$ cat src/rtl/vga_pkg.sv
// Shared VGA pipeline definitions: scene states, background colours, widths.
package vga_pkg;

    typedef enum logic [1:0] {
        TITLE = 2'd0,
        PLAY  = 2'd1,
        OVER  = 2'd2
    } scene_t;

    localparam logic [11:0] BG_SKY      = 12'h0FF;
    localparam logic [11:0] BG_FLASH_HI = 12'hF00;
    localparam logic [11:0] BG_FLASH_LO = 12'h400;

    localparam int SCROLL_W = 11;

endpackage

$ cat src/rtl/frame_tick_gen.sv
// Vertical-blank rising-edge detector; emits one registered pulse per frame.
module frame_tick_gen (
    input  logic clk,
    input  logic rst_n,
    input  logic i_vblnk,
    output logic o_tick
);

    logic r_vblnk_d;
    logic r_tick;

    // Delay vblnk one cycle and register the rise so the pulse lands the cycle after.
    always_ff @(posedge clk or negedge rst_n) begin
        if (!rst_n) begin
            r_vblnk_d <= 1'b0;
            r_tick    <= 1'b0;
        end else begin
            r_vblnk_d <= i_vblnk;
            r_tick    <= i_vblnk & ~r_vblnk_d;
        end
    end

    assign o_tick = r_tick;

endmodule

$ cat src/rtl/bg_scene_ctrl.sv
// Background scene controller: game-level FSM, background colour and
// horizontal scroll, all updated only on the per-frame tick.
module bg_scene_ctrl
    import vga_pkg::*;
#(
    parameter int FLASH_FRAMES = 8,
    parameter int OVER_FRAMES  = 120,
    parameter int SCROLL_STEP  = 2,
    parameter int SCROLL_WRAP  = 800
) (
    input  logic                clk,
    input  logic                rst_n,
    input  logic                vblnk,
    input  logic                start,
    input  logic                collide,
    output logic [11:0]         bg_rgb,
    output logic [1:0]          state,
    output logic                frame_tick,
    output logic [SCROLL_W-1:0] scroll
);

    // Guard against degenerate 1-frame parameters giving zero-width counters.
    localparam int FW  = (OVER_FRAMES  > 1) ? $clog2(OVER_FRAMES)  : 1;
    localparam int FLW = (FLASH_FRAMES > 1) ? $clog2(FLASH_FRAMES) : 1;

    logic                w_tick;
    logic                r_start_pend;
    logic                r_collide_pend;
    logic                w_start_eff;
    logic                w_collide_eff;

    scene_t              r_state;
    scene_t              w_state_nxt;
    logic [11:0]         r_bg;
    logic [11:0]         w_bg_nxt;
    logic [SCROLL_W-1:0] r_scroll;
    logic [SCROLL_W-1:0] w_scroll_nxt;
    logic [FW-1:0]       r_frame_cnt;
    logic [FW-1:0]       w_frame_cnt_nxt;
    logic [FLW-1:0]      r_flash_cnt;
    logic [FLW-1:0]      w_flash_cnt_nxt;

    // One extra bit of headroom so the add never overflows before wrapping.
    logic [SCROLL_W:0]   w_scroll_sum;
    logic [SCROLL_W:0]   w_scroll_adv;

    frame_tick_gen u_tick (
        .clk     (clk),
        .rst_n   (rst_n),
        .i_vblnk (vblnk),
        .o_tick  (w_tick)
    );

    assign frame_tick    = w_tick;
    assign w_start_eff   = r_start_pend | start;
    assign w_collide_eff = r_collide_pend | collide;

    assign w_scroll_sum = {1'b0, r_scroll} + (SCROLL_W+1)'(SCROLL_STEP);
    assign w_scroll_adv = (w_scroll_sum >= (SCROLL_W+1)'(SCROLL_WRAP))
                        ? w_scroll_sum - (SCROLL_W+1)'(SCROLL_WRAP)
                        : w_scroll_sum;

    // Latch button/collision pulses until the next tick consumes them.
    always_ff @(posedge clk or negedge rst_n) begin
        if (!rst_n) begin
            r_start_pend   <= 1'b0;
            r_collide_pend <= 1'b0;
        end else if (w_tick) begin
            r_start_pend   <= 1'b0;
            r_collide_pend <= 1'b0;
        end else begin
            if (start)   r_start_pend   <= 1'b1;
            if (collide) r_collide_pend <= 1'b1;
        end
    end

    // Scene state and the registered outputs it owns.
    always_ff @(posedge clk or negedge rst_n) begin
        if (!rst_n) begin
            r_state     <= TITLE;
            r_bg        <= BG_SKY;
            r_scroll    <= '0;
            r_frame_cnt <= '0;
            r_flash_cnt <= '0;
        end else begin
            r_state     <= w_state_nxt;
            r_bg        <= w_bg_nxt;
            r_scroll    <= w_scroll_nxt;
            r_frame_cnt <= w_frame_cnt_nxt;
            r_flash_cnt <= w_flash_cnt_nxt;
        end
    end

    // Next-state logic; nothing moves except on a frame tick.
    always_comb begin
        w_state_nxt     = r_state;
        w_bg_nxt        = r_bg;
        w_scroll_nxt    = r_scroll;
        w_frame_cnt_nxt = r_frame_cnt;
        w_flash_cnt_nxt = r_flash_cnt;
        if (w_tick) begin
            case (r_state)
                TITLE: begin
                    w_bg_nxt     = BG_SKY;
                    w_scroll_nxt = '0;
                    if (w_start_eff) w_state_nxt = PLAY;
                end
                PLAY: begin
                    w_bg_nxt = BG_SKY;
                    // Collision outranks everything; scroll freezes at the crash point.
                    if (w_collide_eff) begin
                        w_state_nxt     = OVER;
                        w_bg_nxt        = BG_FLASH_HI;
                        w_frame_cnt_nxt = '0;
                        w_flash_cnt_nxt = '0;
                    end else begin
                        w_scroll_nxt = SCROLL_W'(w_scroll_adv);
                    end
                end
                OVER: begin
                    // Start presses here are dropped with the pending flags.
                    if (r_frame_cnt == FW'(OVER_FRAMES - 1)) begin
                        w_state_nxt     = TITLE;
                        w_bg_nxt        = BG_SKY;
                        w_scroll_nxt    = '0;
                        w_frame_cnt_nxt = '0;
                        w_flash_cnt_nxt = '0;
                    end else begin
                        w_frame_cnt_nxt = r_frame_cnt + FW'(1);
                        if (r_flash_cnt == FLW'(FLASH_FRAMES - 1)) begin
                            w_flash_cnt_nxt = '0;
                            w_bg_nxt = (r_bg == BG_FLASH_HI) ? BG_FLASH_LO : BG_FLASH_HI;
                        end else begin
                            w_flash_cnt_nxt = r_flash_cnt + FLW'(1);
                        end
                    end
                end
                default: begin
                    w_state_nxt     = TITLE;
                    w_bg_nxt        = BG_SKY;
                    w_scroll_nxt    = '0;
                    w_frame_cnt_nxt = '0;
                    w_flash_cnt_nxt = '0;
                end
            endcase
        end
    end

    assign bg_rgb = r_bg;
    assign state  = r_state;
    assign scroll = r_scroll;

endmodule
$ cat config.mk
export PLATFORM = sky130hd
export DESIGN_NAME = bg_scene_ctrl
export DESIGN_NICKNAME = d
export VERILOG_FILES = /design/src/rtl/vga_pkg.sv /design/src/rtl/frame_tick_gen.sv /design/src/rtl/bg_scene_ctrl.sv
export SDC_FILE = /design/constraint.sdc
export NUM_CORES = 1
export LEC_CHECK = 0
export ABC_AREA = 1
export CORE_MARGIN = 8
export CORE_UTILIZATION = 53
export DETAILED_ROUTE_END_ITERATION = 6
export PLACE_DENSITY_LB_ADDON = 0.05
export RECOVER_POWER = 50
export SLEW_MARGIN = 10
export SYNTH_ARGS = -nofsm -noshare
export SYNTH_HDL_FRONTEND = slang
export SYNTH_SLANG_ARGS = --single-unit
$ cat constraint.sdc
create_clock -name clk -period 2.3 [get_ports clk]
set_input_delay 0.345 -clock clk [delete_from_list [all_inputs] [get_ports clk]]
set_output_delay 0.345 -clock clk [all_outputs]
set_load 0.02 [all_outputs]
-- Yosys cells after proc, flatten, opt, wreduce, memory -nomap -nowiden
Cells that the tools add are included.
- $lt $le $gt $ge: 1
- reduce and logical (&&, ||, !) cells: 7
- bitwise logic cells: 5
- equality and inequality tests: 10
- multiplexer cells: 24
- add/sub/neg operators: 4
- operators with widths (kind ; number):
    12-bit two-way mux ; 4
    11-bit two-way mux ; 3
    12-bit case mux with 2 select lines ; 1
    11-bit case mux with 2 select lines ; 1
    7-bit case mux with 3 select lines ; 1
    7-bit two-way mux ; 2
    11-bit by 2-bit adder with 12-bit output, second input constant ; 1
    12-bit equality test, second input constant ; 1
    12-bit by 10-bit greater-or-equal comparator with 1-bit output, second input constant ; 1
    11-bit by 10-bit subtractor with 11-bit output, second input constant ; 1
    3-bit two-way mux ; 3
    3-bit case mux with 3 select lines ; 1
    2-bit != test, second input constant ; 4
    7-bit by 1-bit adder with 7-bit output, second input constant ; 1
    7-bit equality test, second input constant ; 1
    2-bit two-way mux ; 3
    2-bit case mux with 3 select lines ; 1
    3-bit AND reduction ; 2
    1-bit two-way mux ; 4
    4-bit AND reduction ; 1
    2-bit nonzero test ; 2
    3-bit by 1-bit adder with 3-bit output, second input constant ; 1
    3-bit equality test, second input constant ; 1
    3-bit != test, second input constant ; 1
    7 further kinds ; 9
- output and inout port bits: 26
- input bits: 5
- register bits after elaboration: 39
- word-level logic and storage cells: 60

-- Depth between registers and ports, before layout
Gate-level depths: netlist of the first run.
- depth after elaboration: 5
- mapped depth: 13
- depth with buffers taken out: 13

-- Modules after synthesis
A second synthesis of the first run with hierarchy kept.
- cell total of the unflattened synthesis: 234
- area total of the unflattened synthesis: 1841.8 sq um
- by module, submodules not included (module ; seq. area each (sq um) ; instances ; area each (sq um) ; cells each):
    bg_scene_ctrl ; 676.9 ; 1 ; 1781.7 ; 230
    frame_tick_gen ; 50.0 ; 1 ; 60.1 ; 4

-- Worst setup path before layout of the first run
No wires, ideal clock.
- path type: reg2reg
- from: reg r_scroll[1] (netlist: scroll[1])
- to: reg r_scroll[9] (netlist: scroll[9])
- path slack: 502 ps
- library setup time: 117 ps
- arrival: 1681 ps
- data required time: 2183 ps
- clock period less this slack: 1798 ps
- path buffers: 0
- stages on the path, launching flop included: 14
- cell sequence: dfrtp_1 > ha_1 > nand2_1 > nor2_2 > nand2_1 > nand2_2 > ha_1 > nand3_1 > nand2_1 > nand2_1 > nand2_1 > nand2_1 > nand3_1 > nand2_1
- word-level cells in the longest chain between the ends: 5
- elaborated cells between the ends (all ways): 6
- those cells by class: add/sub: 2; order compare: 1; mux: 3
- RTL lines (element ; RTL line ; source):
    from (decl) ; bg_scene_ctrl.sv:36 ; logic [SCROLL_W-1:0] r_scroll;
    from (signal assigned) ; bg_scene_ctrl.sv:88 ; r_scroll <= w_scroll_nxt;
    11-bit by 2-bit adder with 12-bit output (*) ; bg_scene_ctrl.sv:58 ; assign w_scroll_sum = {1'b0, r_scroll} + (SCROLL_W+1)'(SCROLL_STEP);
    11-bit by 10-bit subtractor with 11-bit output / 12-bit by 10-bit greater-or-equal comparator with 1-bit output (equally long branches) ; bg_scene_ctrl.sv:60, bg_scene_ctrl.sv:59 ;
    11-bit two-way mux (*) ; bg_scene_ctrl.sv:60 ; ? w_scroll_sum - (SCROLL_W+1)'(SCROLL_WRAP)
    11-bit two-way mux (*) ; bg_scene_ctrl.sv:111 ; if (w_collide_eff) begin
    11-bit case mux with 2 select lines (*) ; bg_scene_ctrl.sv:102 ; case (r_state)
Every way passes the cells marked *; elsewhere a longest branch is shown, timed or not. The select of a mux whose other input is x is not followed.
A chain may end at the register's enable or synchronous reset.

-- Worst setup path in the final report of the first run
- from: reg r_state[1] (netlist: state[1])
- to: reg r_frame_cnt[6]
- word-level cells in the longest chain between the ends: 3
- elaborated cells between the ends (all ways): 7
- those cells by class: eq/ne: 3; mux: 1; bitwise: 1; reduce/logical: 2
- RTL lines (element ; RTL line ; source):
    from (decl) ; bg_scene_ctrl.sv:32 ; scene_t r_state;
    from (signal assigned) ; bg_scene_ctrl.sv:86 ; r_state <= w_state_nxt;
    2-bit by 1-bit equality test with 1-bit output / 2-bit zero test (equally long branches) ; bg_scene_ctrl.sv:102 ;
    2-bit != test (no line) / 1-bit inverter (equally long branches) ; -- ;
    3-bit AND reduction (no line) ; -- ;
    to (signal assigned) ; bg_scene_ctrl.sv:89 ; r_frame_cnt <= w_frame_cnt_nxt;
    to (decl) ; bg_scene_ctrl.sv:38 ; logic [FW-1:0] r_frame_cnt;
Parallel ways exist; a longest one is shown, timed or not.

==> results.py, run 1 <==
metrics = {
    "run_status": {
        "status": "finished clean",
    },
    "setup_path": {
        "crit_required_ps": 2510,
        "cp.arrival_ps": 2190,
        "rrSetupSlack_ps": 320,
        "critPathKind": "flip-flop to flip-flop",
        "crit_fanout": 12,
        "end_kind": "flip-flop",
        "worstSetupStartpointType": "flip-flop",
    },
    "global_routing": {
        "first_global_vias": 1458,
        "grt.overflow.total": 0,
        "grt_use_total_pct": 14.7,
        "grt_antenna_before_repair": 0,
        "grt_max_degree": 30,
        "grt_pass1_wl_mm": 6.42,
    },
    "timing": {
        "slew_viol_final": 0,
        "relSlewSlack_pct": 1.16,
        "setup_violations": 0,
        "fmax_mhz": 506,
        "rsz0062_at_grt": "false",
        "fin_setup_tns_ps": 0,
        "finalCritPeriodShare_pct": 85.9,
        "worst_slew_pin_slew_ps": 1480,
        "fin_crit_ps": 1980,
        "fin_ws_ps": 325,
        "hold_viol": 0,
        "fin_skew_ps": 9.74,
    },
    "placement": {
        "numPortBuffers": 29,
        "pre_cts_ws_ps": 209,
        "dp.cells": 301,
        "hpwlAfterDp_mm": 2.91,
        "gp_congestion": 0.825,
    },
    "synth": {
        "synthesis.nets": 248,
        "yosysTopAreaCellShare_pct": 38.0,
        "netlist_top_cells_area": "dfrtp_1 (38%), nand2_1 (12%), nand3_1 (6.8%), ha_1 (5.4%), inv_1 (4.7%)",
        "synth_edf_count": 0,
        "yosys_warnings": 0,
        "synth.avg_cell_area_um2": 7.84,
        "async_reset_ff_share_pct": 100,
        "ys.flop_type": "dfrtp_1",
        "netlist.top_cell.by_area": "dfrtp_1",
        "syn_area_um2": 1840,
        "postSynthCellCount": 235,
        "synth_seq_cells": 29,
        "yosysSeqAreaShare_pct": 39.4,
        "ys_types": 30,
    },
    "clock_tree": {
        "cts_setup_buffers": 0,
        "clk_path_buf_depth": 2,
        "hold_buffers": 0,
        "insertion_delay_ps": 330,
        "cts_buffers": 5,
        "cts_sinks": 29,
        "cts_tree": "done",
        "clk_pin_slew_ps": 90,
        "cts-resized-gates": 0,
        "ctsRootBufferMaster": "clkbuf_4",
        "htree_num_levels": 2,
    },
    "route": {
        "vias_per_cell": 5.01,
        "route.detailed.drc": 0,
        "vias": 1548,
        "wl_per_cell_um": 11.8,
        "postRouteAntennaNets": 0,
        "totalWireLength_mm": 3.64,
        "first_pass_iters": 5,
        "drt_iter0_markers": 57,
    },
    "power_and_ir_drop": {
        "power_density_nw_per_um2": 813,
        "p_leak_nw": 1.06,
        "vdd_ir_drop_max_v": 0.000678,
    },
    "finish": {
        "layout-drive-gt1-share_pct": 12.2,
        "nets": 275,
        "n_antenna_cell": 0,
        "fin_cells": 309,
        "fin_util_pct": 64.8,
        "area_growth_syn_to_layout_pct": 17.3,
    },
    "floorplan": {
        "dieArea_um2": 5620,
        "io_pins": 31,
        "fp-row-count": 21,
        "die_w_um": 75.0,
        "core-area_um2": 3340,
        "start_util_pct": 55.2,
        "die_h_um": 75.0,
    },
    "min_path": {
        "hold_class": "flip-flop to flip-flop",
    },
    "flow_run": {
        "maxCapViolations": 0,
    },
}
synthesized netlist by cell type (3+ instances only):
library cell	count
inv_1	23
nand4_1	4
nor2_4	4
nor3_1	3
nand2_1	58
buf_4	10
a21oi_1	5
dfrtp_1	28
inv_2	4
nand2_4	3
ha_1	8
nand3_1	25
o21ai_0	9
nand2_2	9
nor2_1	19
cells in the final DEF (no fill, tap or decap), types with 2 or more instances in the layout:
cell type | synthesis | final
ha_1 | 8 | 8
nand3b_1 | 2 | 2
nand3_1 | 25 | 26
nor2_4 | 4 | 4
clkbuf_4 | 0 | 5
nor2_1 | 19 | 19
xor2_1 | 2 | 2
clkdlybuf4s50_1 | 0 | 22
nand2_4 | 3 | 3
a21oi_1 | 5 | 5
nor3b_1 | 2 | 2
nand2_1 | 58 | 59
dfrtp_1 | 28 | 28
inv_2 | 4 | 4
a31oi_1 | 2 | 2
o31ai_1 | 2 | 2
nand4_1 | 4 | 4
nor2_2 | 2 | 2
clkinv_2 | 0 | 2
nor3_1 | 3 | 3
inv_1 | 23 | 23
a22o_1 | 2 | 2
nand2_2 | 9 | 8
dlygate4sd3_1 | 0 | 7
o21ai_0 | 9 | 9
logic make-up (layout without fill, tap and decap cells):
family	after synthesis	in the layout	synth area share, %
AND/OR/NAND/NOR	133	133	36.2
XOR/XNOR	2	2	0.951
AO/OA/AOI/OAI	24	24	7.94
flip-flops	29	29	39.4
other	1	1	0.203
adder cells (fa/ha/maj)	8	8	5.43
buffers and inverters	38	66	9.84
metrics by stage:
stage / hold slack [ps] / area, um2 / power [mW]
final: 402 / 2160 / 1.76
after global routing: 434 / 2160 / 1.89
after CTS: 377 / 2180 / 1.81
after floorplan: 49.4 / 1840 / 1.24
after detailed placement: 393 / 2130 / 1.51
after global placement: 391 / 2130 / 1.51
critical path, stage by stage (launching register included):
cell,delay [ps]
dfrtp_1,390
inv_1,90
ha_1,250
nand2_1,120
nand3b_1,320
nor2_1,290
nand2_1,100
nor3b_1,220
nor3_1,60
state kept, by name, summed over array words and instances, names as in the netlist:
signal            flops
bg_rgb                3
r_collide_pend        1
r_flash_cnt           3
r_frame_cnt           7
r_start_pend          1
scroll               10
state                 2
u_tick.o_tick         1
u_tick.r_vblnk_d      1
metal layers:
metal	vias up	GRT usage [%]	share of wire (%)
met5	-	0	0
met4	0	6.09	0.80
met3	5	3.86	4.1
met2	24	25.6	51
met1	708	16.4	44
li1	811	-	-
worst paths after layout:
path,cells past startpoint,end,start
setup / recovery,8,r_frame_cnt[6],state[1]
hold / removal,1,u_tick.o_tick,u_tick.r_vblnk_d
setup reg to reg,8,r_frame_cnt[6],state[1]
hold reg to reg,1,u_tick.o_tick,u_tick.r_vblnk_d
max in group asynchronous,2,r_frame_cnt[3],rst_n
min in group asynchronous,2,u_tick.r_vblnk_d,rst_n
cell type report:
cell class	count	area, um2
Fill cell	327	1170
Clock inverter	3	17.5
Timing Repair Buffer	31	302
Tap cell	46	57.6
Multi-Input combinational cell	168	920
Inverter	27	101
Sequential cell	29	727
Clock buffer	5	37.5
where the power goes:
| part | internal [mW] | switching [mW] |
|---|---|---|
| logic | 0.332 | 0.440 |
| clock network | 0.115 | 0.176 |
| registers | 0.604 | 0.0918 |
No activity file was read; power rests on OpenSTA's default activity.
==> run 2: changes to the inputs <==
--- a/config.mk
+++ b/config.mk
@@ -7,7 +7,7 @@
 export LEC_CHECK = 0
 export ABC_AREA = 1
 export CORE_MARGIN = 8
-export CORE_UTILIZATION = 53
+export CORE_UTILIZATION = 51
 export DETAILED_ROUTE_END_ITERATION = 6
 export PLACE_DENSITY_LB_ADDON = 0.05
 export RECOVER_POWER = 50
==> constraint.sdc (replaced) <==
create_clock -name clk -period 2.1 [get_ports clk]
set_input_delay 0.315 -clock clk [delete_from_list [all_inputs] [get_ports clk]]
set_output_delay 0.315 -clock clk [all_outputs]
set_load 0.02 [all_outputs]
==> results.py, run 2 (same netlist as run 1, synthesis figures left out) <==
metrics = {
    "placement": {
        "numPortBuffers": 29,
        "placed_cell_area_um2": 2140,
        "hpwlAfterDp_mm": 2.94,
        "dp.cells": 305,
        "gp_congestion": 0.780,
        "pre_cts_ws_ps": 197,
    },
    "power_and_ir_drop": {
        "switchingPower_uw": 792,
        "vdd_ir_drop_max_v": 0.000858,
        "p_leak_nw": 1.08,
        "p_int_mw": 1.32,
        "finalPower_mw": 2.11,
        "pwr-share-comb_pct": 40.9,
        "swShare_pct": 37.5,
        "seqPwrFrac_pct": 35.8,
        "clkPwrFrac_pct": 23.3,
        "power_density_nw_per_um2": 950,
    },
    "setup_path": {
        "end_kind": "output pin",
        "crit_required_ps": 1780,
        "slowest_stage": "clkdlybuf4s50_1",
        "path_cells": "clkdlybuf4s50_1",
        "crit_start": "bg_rgb[7]",
        "cpLargestDelayFamily": "buffers and inverters",
        "cp.arrival_ps": 1580,
        "critPathBufInv": 1,
        "critPathKind": "flip-flop to output pin",
        "rrSetupSlack_ps": 240,
        "r2r_cells": 13,
        "reg2reg_from": "scroll[1]",
        "max_stage_delay_ps": 640,
        "worstSetupStartpointType": "flip-flop",
        "crit_fanout": 9,
        "r2r-end": "scroll[9]",
    },
    "finish": {
        "fin_area_um2": 2220,
        "layout_commonest_cell": "nand2_1",
        "fin_cells": 313,
        "n_antenna_cell": 0,
        "nets": 277,
        "layout-drive-gt1-share_pct": 12.8,
        "largest_reg_flops": 10,
        "final-seq-area_um2": 727,
        "multi_input_area_um2": 932,
        "most-common-layout-cells": "nand2_1 (59), dfrtp_1 (28), clkdlybuf4s50_1 (26), nand3_1 (25), inv_1 (23)",
        "n_fill_cell": 352,
        "area_growth_syn_to_layout_pct": 20.6,
        "fin_util_pct": 62.1,
    },
    "global_routing": {
        "grt_pass1_wl_mm": 6.77,
        "grt_use_total_pct": 13.9,
        "grt_max_degree": 30,
        "first_global_vias": 1512,
        "grt.overflow.total": 0,
        "grt_antenna_before_repair": 0,
    },
    "timing": {
        "finalCritPeriodShare_pct": 90.3,
        "worst_slew_pin_slew_ps": 1500,
        "rsz0062_at_grt": "false",
        "slew_viol_final": 29,
        "hold_viol": 0,
        "setup_violations": 0,
        "fmax_mhz": 527,
        "fin_ws_ps": 203,
        "fin_crit_ps": 1900,
        "fin_setup_tns_ps": 0,
        "whs_ps": 395,
        "relSlewSlack_pct": -0.111,
        "fin_skew_ps": 5.51,
    },
    "flow_run": {
        "maxCapViolations": 1,
    },
    "run_status": {
        "violations": "capacitance limit, slew limit",
        "status": "complete, but fails checks",
    },
    "route": {
        "postRouteAntennaNets": 0,
        "route.detailed.drc": 0,
        "vias_per_cell": 4.94,
        "wl_per_cell_um": 11.9,
        "vias": 1545,
        "totalWireLength_mm": 3.71,
        "first_pass_iters": 4,
        "drt_iter0_markers": 80,
    },
    "floorplan": {
        "start_util_pct": 51.5,
        "io_pins": 31,
        "die_w_um": 76.1,
        "dieArea_um2": 5790,
        "core-area_um2": 3580,
        "fp-row-count": 22,
        "die_h_um": 76.1,
    },
    "clock_tree": {
        "hold_buffers": 0,
        "cts-resized-gates": 0,
        "htree_num_levels": 2,
        "cts_setup_buffers": 0,
        "insertion_delay_ps": 330,
        "cts_buffers": 5,
        "clk_path_buf_depth": 2,
        "clk_pin_slew_ps": 100,
        "cts_tree": "done",
        "cts_sinks": 29,
        "ctsRootBufferMaster": "clkbuf_4",
    },
    "min_path": {
        "min_to": "u_tick.o_tick",
        "min_path_cells": 1,
        "hold_class": "flip-flop to flip-flop",
        "holdCritStartpoint": "u_tick.r_vblnk_d",
    },
}
==> run 2: power groups by stage <==
stage	Clock (mW)	Combinational (mW)	Sequential [mW]
after floorplan	0	0.527	0.832
after global placement	0	0.887	0.769
after detailed placement	0	0.890	0.771
after CTS	0.505	0.892	0.759
after global routing	0.523	0.949	0.778
final	0.492	0.863	0.755
==> run 2: per-layer routing <==
metal / GRT usage, % / vias to the layer above / wire length [um]
met1: 16.1 / 704 / 1670
li1: - / 813 / -
met3: 4.48 / 5 / 173
met2: 23.2 / 23 / 1810
met5: 0 / - / 0
met4: 5.38 / 0 / 57
==> run 2: worst register-to-register path: stages, from the launching register on <==
cell and delay [ps]:
dfrtp_1 420, ha_1 190, nand2_1 120, nor2_2 160
nand2_1 80, nand2_2 140, ha_1 210, nand3_1 110
nand2_1 70, nand2_1 50, nand2_1 60, nand2_1 50
nand3_1 60, nand2_1 60
==> run 2: worst max path at each step <==
stage / end / slack (ps) / cells past startpoint
finish: bg_rgb[3] / 200 / 1
global route: scroll[9] / 10 / 13
CTS: bg_rgb[3] / 170 / 1
detailed placement: r_frame_cnt[6] / 200 / 8
global placement: r_frame_cnt[3] / 220 / 8
floorplan: scroll[9] / 300 / 13
==> run 2: cell type report <==
class	instances	area share, %
Clock buffer	6	2.31
Clock inverter	2	1.69
Inverter	27	4.56
Multi-Input combinational cell	168	41.9
Sequential cell	29	32.7
Tap cell	48	2.70
Timing Repair Buffer	33	14.1
